[src/rtl/synch_fifo.sv]
// synch_fifo: single-clock FIFO with registered read data and full/empty flags.
// Define SYNCH_FIFO_STATUS_EN to add count/overflow/underflow status outputs.
`default_nettype none

module synch_fifo #(
    parameter int DATA_WIDTH = 8,
    parameter int DEPTH      = 8,
    parameter int ADDR_WIDTH = 3
) (
    input  logic                  clk,
    input  logic                  rst,
    input  logic                  wr_en,
    input  logic                  rd_en,
    input  logic [DATA_WIDTH-1:0] data_in,
    output logic                  full,
    output logic                  empty,
    output logic [DATA_WIDTH-1:0] data_out
`ifdef SYNCH_FIFO_STATUS_EN
    ,
    output logic [ADDR_WIDTH:0]   count,
    output logic                  overflow,
    output logic                  underflow
`endif
);

    localparam logic [ADDR_WIDTH:0] PTR_ONE = 1;

    logic [DATA_WIDTH-1:0] mem_q [DEPTH];
    logic [ADDR_WIDTH:0]   wr_ptr_q, wr_ptr_d;
    logic [ADDR_WIDTH:0]   rd_ptr_q, rd_ptr_d;
    logic [DATA_WIDTH-1:0] data_out_q, data_out_d;
    logic                  wr_acc;
    logic                  rd_acc;

    // Pointers carry one extra wrap bit so full and empty are distinguishable.
    assign empty = (wr_ptr_q == rd_ptr_q);
    assign full  = (wr_ptr_q[ADDR_WIDTH] != rd_ptr_q[ADDR_WIDTH]) &&
                   (wr_ptr_q[ADDR_WIDTH-1:0] == rd_ptr_q[ADDR_WIDTH-1:0]);

    assign wr_acc   = wr_en & ~full;
    assign rd_acc   = rd_en & ~empty;
    assign data_out = data_out_q;

    always_comb begin
        wr_ptr_d   = wr_ptr_q;
        rd_ptr_d   = rd_ptr_q;
        data_out_d = data_out_q;
        if (wr_acc) begin
            wr_ptr_d = wr_ptr_q + PTR_ONE;
        end
        if (rd_acc) begin
            rd_ptr_d   = rd_ptr_q + PTR_ONE;
            data_out_d = mem_q[rd_ptr_q[ADDR_WIDTH-1:0]];
        end
    end

    always_ff @(posedge clk or negedge rst) begin
        if (!rst) begin
            wr_ptr_q   <= '0;
            rd_ptr_q   <= '0;
            data_out_q <= '0;
        end else begin
            wr_ptr_q   <= wr_ptr_d;
            rd_ptr_q   <= rd_ptr_d;
            data_out_q <= data_out_d;
        end
    end

    // Storage is deliberately left out of reset.
    always_ff @(posedge clk) begin
        if (wr_acc) begin
            mem_q[wr_ptr_q[ADDR_WIDTH-1:0]] <= data_in;
        end
    end

`ifdef SYNCH_FIFO_STATUS_EN
    logic overflow_q;
    logic underflow_q;

    assign count     = wr_ptr_q - rd_ptr_q;
    assign overflow  = overflow_q;
    assign underflow = underflow_q;

    always_ff @(posedge clk or negedge rst) begin
        if (!rst) begin
            overflow_q  <= 1'b0;
            underflow_q <= 1'b0;
        end else begin
            overflow_q  <= wr_en & full;
            underflow_q <= rd_en & empty;
        end
    end
`endif

endmodule

`default_nettype wire

[config.mk]
export PLATFORM = sky130hd
export DESIGN_NAME = synch_fifo
export DESIGN_NICKNAME = d
export VERILOG_FILES = /design/src/rtl/synch_fifo.sv
export SDC_FILE = /design/constraint.sdc
export NUM_CORES = 1
export LEC_CHECK = 0
export CAP_MARGIN = 25
export CORE_AREA = 2 2 79 100
export CTS_CLUSTER_SIZE = 10
export DETAILED_ROUTE_END_ITERATION = 12
export DIE_AREA = 0 0 81 102
export PLACE_DENSITY = 0.62
export SLEW_MARGIN = 40
export SYNTH_ARGS = -nofsm -noshare
export SYNTH_HDL_FRONTEND = slang
export SYNTH_SLANG_ARGS = --single-unit
[constraint.sdc]
create_clock -name clk -period 2.5 [get_ports clk]
set_input_delay 0.375 -clock clk [delete_from_list [all_inputs] [get_ports clk]]
set_output_delay 0.375 -clock clk [all_outputs]
set_load 0.02 [all_outputs]
==> qor.txt <==
Worst Path Max Fanout: 8
largest net degree at the start of global routing: 21
commonest non-fill, non-tap cell in the layout: edfxtp_1
CTS H-tree lvls: 3
total congestion overflow: 0
fin area: 3770 µm²
number of global-route vias before repair: 1,647
reg-to-reg startpoint: wr_ptr_q[1]
critical path type: register to register
Setup crit start kind: register
post-route setup slack: 315 ps
fmax: 458 MHz
Synth Net Count: 182
clock share of power: 20.5%
Slew HR: 47.6%
core footprint: 7270 µm²
DRC viols: 0
Mapped Cells: 168
Routed Antenna Nets: 0
first-pass GRT wire length: 8.92 mm
Post-Route Utilization: 51.9%
via count: 1,599
ratio of cells with drive above 1 in the final layout: 23.8%
root buf cell: clkbuf_8
crit path capture: mem_q[2][0]
FF+latch area: 2320 µm²
number of inserted diodes: 0
syn avg cell area: 19.0 µm²
Max Clock Skew: 8.79 ps
Setup TNS: 0 ps
most frequent cells in the layout: edfxtp_1 (64), clkdlybuf4s50_1 (18), mux4_2 (16)
Worst EP required: 2470 ps
starting DRC count in detailed routing: 82
HPWL after DPL: 3.73 mm
mapped cell area: 3190 µm²
area after detailed placement: 3570 µm²
flops & latches, synth: 80
DRT Wirelength: 5.61 mm
warnings from Yosys: 0
status: completed
clock latency on the worst-skew pair: 340 ps
initial core utilization: 43.9%
# IOs: 22
min-delay worst type: input pin to asynchronous set/reset pin
FF-to-FF setup slack: 320 ps
P_sw: 0.00147 W
VDD IR-drop max: 627 µV
Sequential Power Share: 42.6%
Hold Fails Final Rpt: 0
sequential share of the synthesized area: 72.8%
initial antenna violation count: 0
Min Clock Period, post-route: 2180 ps
area delta synth->final: 18.3%
P_leak: 1.34 nW
CP arrival: 2150 ps
critical path startpoint: wr_ptr_q[1]
Post CTS Setup Buffer Count: 0
fin crit share: 87.4%
endpoints failing setup: 0
Comb pwr share: 36.8%
PortBufs: 21
# rows: 35
Clk pin slew, worst setup/hold paths: 80 ps
chip height: 102 µm
cell area power density: 1180 nW/µm²
multi-input logic area: 821 µm²
max-slew violations: 0
Longest Clk Path Bufs: 2
DR WL/cell: 18.6 µm
DR pass1 iterations: 4
layout filler cell count: 609
Nets: 219
Int Pwr: 0.00300 W
die area: 8260 µm²
Chip Width: 81 µm
R2R depth: 4
Sink Count: 80
pre-CTS WS: 268 ps
Setup crit end kind: register
Max Cap Viol: 0
Via density: 5.29
reg-to-reg endpoint: mem_q[2][0]
Slew @ Worst Pin: 783 ps
TritonCTS clock tree: built
GP Congestion: 0.782
CTS buffer count: 9
Synth cell types: 24
RSZ-0062 raised after global routing: false
Sw Ratio: 33.0%
GRT Total Usage: 15.5%
[cells by family after synthesis]
family	after synthesis	synth area share [%]
DFF	80	72.8
and+or+nand+nor	28	4.08
muxes	26	14.6
xor gates and xnor gates	11	3.25
buffers and inverters	11	1.84
AOI/OAI and AO/OA	10	2.63
adders and majority gates	2	0.784
[metrics by stage]
step                      hold WS, ps  total power (W)  std cells
final                             490          0.00447        302
after CTS                         495          0.00455        301
after global routing              519          0.00474        302
after floorplan                  79.4          0.00305        168
after global placement            467          0.00357        285
after detailed placement          475          0.00362        285
[cells in the mapped netlist]
cell / count / share of area, %
xnor2_1: 4 / 1.1
nor3_1: 4 / 0.63
buf_4: 4 / 0.94
mux2i_1: 8 / 2.5
nand2b_1: 3 / 0.59
xor2_1: 6 / 1.6
o41ai_2: 1 / 0.51
buf_2: 2 / 0.31
clkbuf_1: 2 / 0.24
mux2_4: 1 / 0.47
nand3_1: 1 / 0.16
dfrtp_1: 16 / 13
mux4_2: 16 / 11
nor3_2: 1 / 0.31
or2_1: 2 / 0.39
o41ai_4: 1 / 0.86
inv_1: 3 / 0.35
nand2_1: 9 / 1.1
ha_1: 2 / 0.78
edfxtp_1: 64 / 60
nor2_1: 8 / 0.94
xor2_2: 1 / 0.51
o21ai_1: 8 / 1.3
mux2_1: 1 / 0.35
[sequential cells by signal, summed over array words and instances (netlist names)]
name      count
rd_ptr_q      4
wr_ptr_q      4
mem_q        64
data_out      8
[how the worst min path moves through the flow]
stage | slack, ps | endpoint
after CTS | 490 | data_out[7]
after global routing | 520 | data_out[7]
final | 490 | data_out[7]
after detailed placement | 480 | data_out[7]
after floorplan | 80 | data_out[0]
after global placement | 470 | data_out[7]
[cell type report]
type                       instances  share of cell area (%)
multi-input combinational         77                    21.8
inverter                           3                   0.298
sequential                        80                    61.6
clock buffer                      10                    3.38
clock inverter                     6                    1.82
tap                               92                    3.05
timing repair buffer              34                    8.12
[routing by layer]
layer | part of all wire, % | wire [µm] | track usage, % | vias to the layer above
li1 | - | - | - | 719
met1 | 42 | 2370 | 19.8 | 836
met2 | 52 | 2910 | 24.5 | 33
met3 | 3.5 | 195 | 4.51 | 11
met4 | 2.6 | 144 | 7.17 | 0
met5 | 0 | 0 | 0 | -
[power by group through the flow]
| stage | sequential (W) | combinational, W | clock (W) |
|---|---|---|---|
| after detailed placement | 0.00194 | 0.00169 | 0 |
| after CTS | 0.00191 | 0.00169 | 0.000954 |
| after global routing | 0.00194 | 0.00179 | 0.00101 |
| after global placement | 0.00191 | 0.00166 | 0 |
| final | 0.00190 | 0.00165 | 0.000918 |
| after floorplan | 0.00196 | 0.00109 | 0 |
[critical path, stage by stage, from the launching register on]
cell and delay (ps):
dfrtp_1 490, xor2_1 330, o41ai_4 130, nand2b_1 220
nor2_1 640
[repair_timing]
action | in CTS | in global routing
hold endpoints to repair | 0 | 16
resized for setup | 1 | 2
hold buffers | 0 | 1
cloned | 0 | 0
endpoints found under the setup margin | 1 | 1
Note: power is estimated with default switching activity, not from simulation.
==> patch 1 (same settings) <==
Build with the macro `SYNCH_FIFO_STATUS_EN` defined.
--- a/src/rtl/synch_fifo.sv
+++ b/src/rtl/synch_fifo.sv
@@ -1,6 +1,8 @@
 // synch_fifo: single-clock FIFO with registered read data and full/empty flags.
 // Define SYNCH_FIFO_STATUS_EN to add count/overflow/underflow status outputs.
 `default_nettype none
+
+`define SYNCH_FIFO_STATUS_EN
 
 module synch_fifo #(
     parameter int DATA_WIDTH = 8,
Formal check against the unedited RTL (old outputs only; new: count, overflow and underflow): equivalent (Yosys induction, for registers that start in step).
==> patch 1 against the unedited design <==
  * Die area stayed put
  * Power rose by 14%
  * Synthesized cell count is 26% higher
  * Register-to-register slack better by 0.12 ns
  * Routed wire length up 12%
  * Sequential cell count grew 2
  * Final area grew 6.6%
  * Worst setup slack got worse by 0.12 ns
  * Area after synthesis rose by 4.8%
  * Critical path type is now register to output port
  * Largest cell class unchanged
==> patch 1: results (changes against the unedited design) <==
INFO  sta            fin_worst_hold_slack=0.355ns [was 0.490 ns]
INFO  setup_path     r2r_path_end=mem_q[7][2] [was mem_q[2][0]]
INFO  drt            detail_route.wirelength.met1=2.74mm [was 2.37 mm]
INFO  synthesis      synth.top_cells.by_count=edfxtp_1 (64), dfrtp_1 (18), mux2_2 (16), mux2i_1 (16), nand2_1 (16) [was edfxtp_1 (64), dfrtp_1 (16), mux4_2 (16)]
INFO  cells_and_area signal_buffers=43 [was 34]
INFO  synthesis      xor_xnor_share_of_the_synthesized_area=2.58% [was 3.25%]
INFO  cells_and_area final_layout_size_suffix_gt1_share=19.8% [was 23.8%]
INFO  drt            drt_iter0_markers=147 [was 82]
INFO  synthesis      synthAdderAreaFrac=2.47% [was 0.784%]
INFO  status         outcome=finished, final reports clean [unchanged]
INFO  global_routing first_global_vias=1,807 [was 1,647]
INFO  cells_and_area fin_util=55.3% [was 51.9%]
INFO  drt            drt-vias-per-instance=5.22 [was 5.29]
INFO  setup_path     timing.reg2reg.setup_slack=0.44ns [was 0.32 ns]
INFO  cells_and_area nNetsFinal=276 [was 219]
INFO  cells_and_area n_all_inverters=10 [was 3]
INFO  drt            wl_per_cell=17.7um [was 18.6 um]
INFO  place          dp.final_hpwl=4.04mm [was 3.73 mm]
INFO  place          gp_routability_congestion=0.783 [was 0.782]
INFO  sta            maxSlewHeadroom=64.6% [was 47.6%]
INFO  setup_path     reg2reg_from=wr_ptr_q[2] [was wr_ptr_q[1]]
INFO  cells_and_area multi_input_gate_area_in_the_final_layout=896um^2 [was 821 um^2]
INFO  setup_path     timing.critical_path.fanout_max=6 [was 8]
INFO  drt            num_vias=1,853 [was 1,599]
INFO  power          swShare=35.7% [was 33.0%]
INFO  drt            met2_length=3.19mm [was 2.91 mm]
INFO  synthesis      yosys.cell_types.count=31 [was 24]
INFO  power          static-leakage-power=1.51nW [was 1.34 nW]
INFO  global_routing first_pass_grt_wire_length=9.75mm [was 8.92 mm]
INFO  setup_path     slowest_stage=dfrtp_1 [was nor2_1]
INFO  synthesis      portion_of_netlist_area_occupied_by_mux_cells=10.6% [was 14.6%]
INFO  cells_and_area multi_input_logic_portion_of_the_cell_area=22.3% [was 21.8%]
INFO  cells_and_area multi_input_combinational_gate_total=112 [was 77]
INFO  setup_path     startpoint=rd_ptr_q[2] [was wr_ptr_q[1]]
INFO  global_routing met2_usage=28.0% [was 24.5%]
INFO  global_routing gr-usage-met1=20.8% [was 19.8%]
INFO  cells_and_area fillCellCount=627 [was 609]
INFO  global_routing grtUsageMet3=4.06% [was 4.51%]
INFO  synthesis      synth-compound-area-share=6.25% [was 2.63%]
INFO  setup_path     crit_arrival=1.93ns [was 2.15 ns]
INFO  place          pre_cts_slack=0.280ns [was 0.268 ns]
INFO  place          placed_cell_area=3810um^2 [was 3570 um^2]
INFO  synthesis      fraction_of_registers_with_async_set_reset=22.0% [was 20.0%]
INFO  global_routing grtUsageTotal=17.0% [was 15.5%]
INFO  synthesis      synth_sequential_area_ratio=70.9% [was 72.8%]
patch 1: power groups by stage:
stage               clock (mW)  combinational [mW]  sequential, mW
floorplan                    0                1.31            2.04
global placement             0                2.24            1.94
detailed placement           0                2.26            1.96
CTS                       1.06                2.19            1.92
global route              1.13                2.35            1.95
finish                    1.03                2.15            1.92
patch 1: worst max path at each step:
stage | to | slack [ns] | cells past startpoint
final | full | 0.20 | 5
after floorplan | mem_q[1][0] | 0.15 | 6
after global routing | full | 0.02 | 5
after detailed placement | full | 0.28 | 5
after global placement | count[3] | 0.31 | 6
after CTS | count[3] | 0.16 | 5
patch 1: critical path, delay by kind of cell (launching register included):
kind | cells | cell delay (ns)
buffers and inverters | 2 | 0.45
and+or+nand+nor | 2 | 0.31
adders and majority gates | 1 | 0.38
DFF | 1 | 0.43
==> patch 2 (config.mk and constraints unchanged) <==
Made on the original files. `data_out_q` no longer has a reset.
--- a/src/rtl/synch_fifo.sv
+++ b/src/rtl/synch_fifo.sv
@@ -58,12 +58,14 @@
         if (!rst) begin
             wr_ptr_q   <= '0;
             rd_ptr_q   <= '0;
-            data_out_q <= '0;
         end else begin
             wr_ptr_q   <= wr_ptr_d;
             rd_ptr_q   <= rd_ptr_d;
-            data_out_q <= data_out_d;
         end
+    end
+
+    always_ff @(posedge clk) begin
+        data_out_q <= data_out_d;
     end
 
     // Storage is deliberately left out of reset.
Check against the original RTL: differs if rst is asserted again (counterexample within 4 cycles, from zero or initial values and one cycle with rst low); with rst held inactive, the same outputs for 10 cycles.
==> patch 2 against the unedited design <==
  * Routed wire length increased by 9.2%
  * Sequential cell count unchanged
  * Final area is 5.1% higher
  * Core utilization rose by 2.6 points
  * Non-clock buffer count unchanged
  * Highest routed layer unchanged
  * Power grew 9.3%
  * Worst setup slack got worse by 0.22 ns
  * Area after synthesis up 5.2%
==> patch 2: results (changes against the unedited design) <==
INFO  global_routing grtUsageTotal=16.7% [was 15.5%]
INFO  sta            maxSlewHeadroom=66.8% [was 47.6%]
INFO  synthesis      synth-compound-area-share=2.95% [was 2.63%]
INFO  drt            drt-vias-per-instance=5.63 [was 5.29]
INFO  setup_path     timing.critical_path.fanout_max=10 [was 8]
INFO  cells_and_area final_layout_size_suffix_gt1_share=27.6% [was 23.8%]
INFO  place          gp_routability_congestion=0.848 [was 0.782]
INFO  synthesis      yosys.cell_types.count=33 [was 24]
INFO  drt            drc=0 [unchanged]
INFO  setup_path     worst_setup_path_endpoint=full [was mem_q[2][0]]
INFO  setup_path     timing.reg2reg.setup_slack=0.48ns [was 0.32 ns]
INFO  global_routing antenna_found_initial=0 [unchanged]
INFO  global_routing grt_overflow_total=0 [unchanged]
INFO  cells_and_area nNetsFinal=209 [was 219]
INFO  synthesis      synthAdderAreaFrac=0.746% [was 0.784%]
INFO  sta            worst_setup_skew_after_layout=0.00436ns [was 0.00879 ns]
INFO  place          dp.final_hpwl=3.89mm [was 3.73 mm]
INFO  clocking       cts_max_path_buffers=2 [unchanged]
INFO  synthesis      xor_xnor_share_of_the_synthesized_area=3.80% [was 3.25%]
INFO  sta            fin_worst_hold_slack=0.321ns [was 0.490 ns]
INFO  global_routing first_global_vias=1,752 [was 1,647]
INFO  synthesis      synth.top_cells.by_count=edfxtp_1 (72), dfrtp_1 (8), mux4_1 (8), mux4_2 (8), mux2_4 (7) [was edfxtp_1 (64), dfrtp_1 (16), mux4_2 (16)]
INFO  power          static-leakage-power=1.37nW [was 1.34 nW]
INFO  drt            drt_iter0_markers=96 [was 82]
INFO  synthesis      fraction_of_registers_with_async_set_reset=10.0% [was 20.0%]
INFO  status         outcome=finished, final reports clean [unchanged]
INFO  synthesis      ys_warn_count=0 [unchanged]
INFO  synthesis      yosys-top-cells-area=edfxtp_1 (64%), mux4_1 (6.3%), dfrtp_1 (6.0%), mux4_2 (5.4%), mux2_4 (3.1%) [was edfxtp_1 (60%), dfrtp_1 (13%), mux4_2 (11%), mux2i_1 (2.5%), xor2_1 (1.6%)]
INFO  synthesis      number_of_nets_in_the_synthesized_netlist=172 [was 182]
INFO  power          max-vdd-ir-drop=0.000586V [was 0.000627 V]
INFO  place          placed_cell_area=3730um^2 [was 3570 um^2]
INFO  drt            wl_per_cell=21.1um [was 18.6 um]
INFO  synthesis      number_of_enable_type_register_cells_in_the_synthesized_netlist=72 [was 64]
INFO  synthesis      synth_sequential_area_ratio=70.4% [was 72.8%]
INFO  setup_path     reg2regPathDepth=5 [was 4]
INFO  synthesis      portion_of_netlist_area_occupied_by_mux_cells=15.8% [was 14.6%]
INFO  setup_path     r2r_path_end=mem_q[1][0] [was mem_q[2][0]]
INFO  global_routing first_pass_grt_wire_length=9.49mm [was 8.92 mm]
INFO  setup_path     reg2reg_from=wr_ptr_q[0] [was wr_ptr_q[1]]
INFO  drt            first_pass_iters=4 [unchanged]
INFO  setup_path     crit_arrival=2.03ns [was 2.15 ns]
INFO  cells_and_area fillCellCount=603 [was 609]
patch 2: cell types whose count changed in the layout (fill, tap and decap cells not counted), moves of 8 or more:
cell	change
o21ai_1	-8
mux2i_1	-8
edfxtp_1	+8
mux4_1	+8
dfrtp_1	-10
mux4_2	-8
patch 2: cell type report:
cell class              count  area share, %
flip-flops and latches     80           59.7
multi-input cells          68           23.6
repair buffers             34           7.83
clock buffers               9           3.12
well taps                  92           2.90
clock inverters             6           2.71
inverters                   2          0.189
patch 2: cells by family after synthesis:
family	count (synthesis)
buffers and inverters	10
DFF	80
xor gates and xnor gates	12
and+or+nand+nor	20
AOI/OAI and AO/OA	8
muxes	26
adders and majority gates	2
patch 2: metal layers:
metal | global-route usage (%) | wire length (um) | vias up
li1 | - | - | 730
met1 | 20.3 | 2500 | 872
met2 | 28.1 | 3260 | 26
met3 | 4.24 | 254 | 10
met4 | 7.30 | 112 | 0
met5 | 0 | 0 | -
patch 2: where the power goes:
group          leakage, nW  total (mW)  internal (mW)  switching, mW
clock network        0.117        1.10          0.656          0.445
logic                0.505        1.79          0.861          0.927
registers            0.751        2.00           1.81          0.182
total                 1.37        4.89           3.33           1.55
patch 2: worst min path at each step:
stage,cells past startpoint,endpoint
after floorplan,0,rd_ptr_q[0]
after global placement,1,wr_ptr_q[3]
after detailed placement,1,wr_ptr_q[3]
after CTS,1,wr_ptr_q[2]
after global routing,1,wr_ptr_q[3]
final,1,rd_ptr_q[2]
patch 2: critical path, cell delays in order (launching register included):
cell,delay [ns]
dfrtp_2,0.49
xor2_2,0.23
nor4_4,0.33
clkdlybuf4s50_1,0.64
patch 2: per-stage QoR:
| stage | util (%) | setup slack (ns) | std cells | power (mW) |
|---|---|---|---|---|
| 2_1_floorplan | - | 0.116 | 158 | 3.33 |
| 3_3_place_gp | 51.3 | 0.386 | 276 | 3.77 |
| 3_5_place_dp | 51.3 | 0.293 | 276 | 3.84 |
| 4_1_cts | 54.5 | 0.0487 | 291 | 4.93 |
| 5_1_grt | 54.5 | 0.0149 | 291 | 5.13 |
| 6_report | 54.5 | 0.0916 | 291 | 4.89 |
patch 2: what timing repair did:
item                                    4_1_cts  5_1_grt
gates resized for setup                       2        2
hold buffers                                  0        0
endpoints found under the setup margin        2        1
endpoints found under the hold margin         0        0
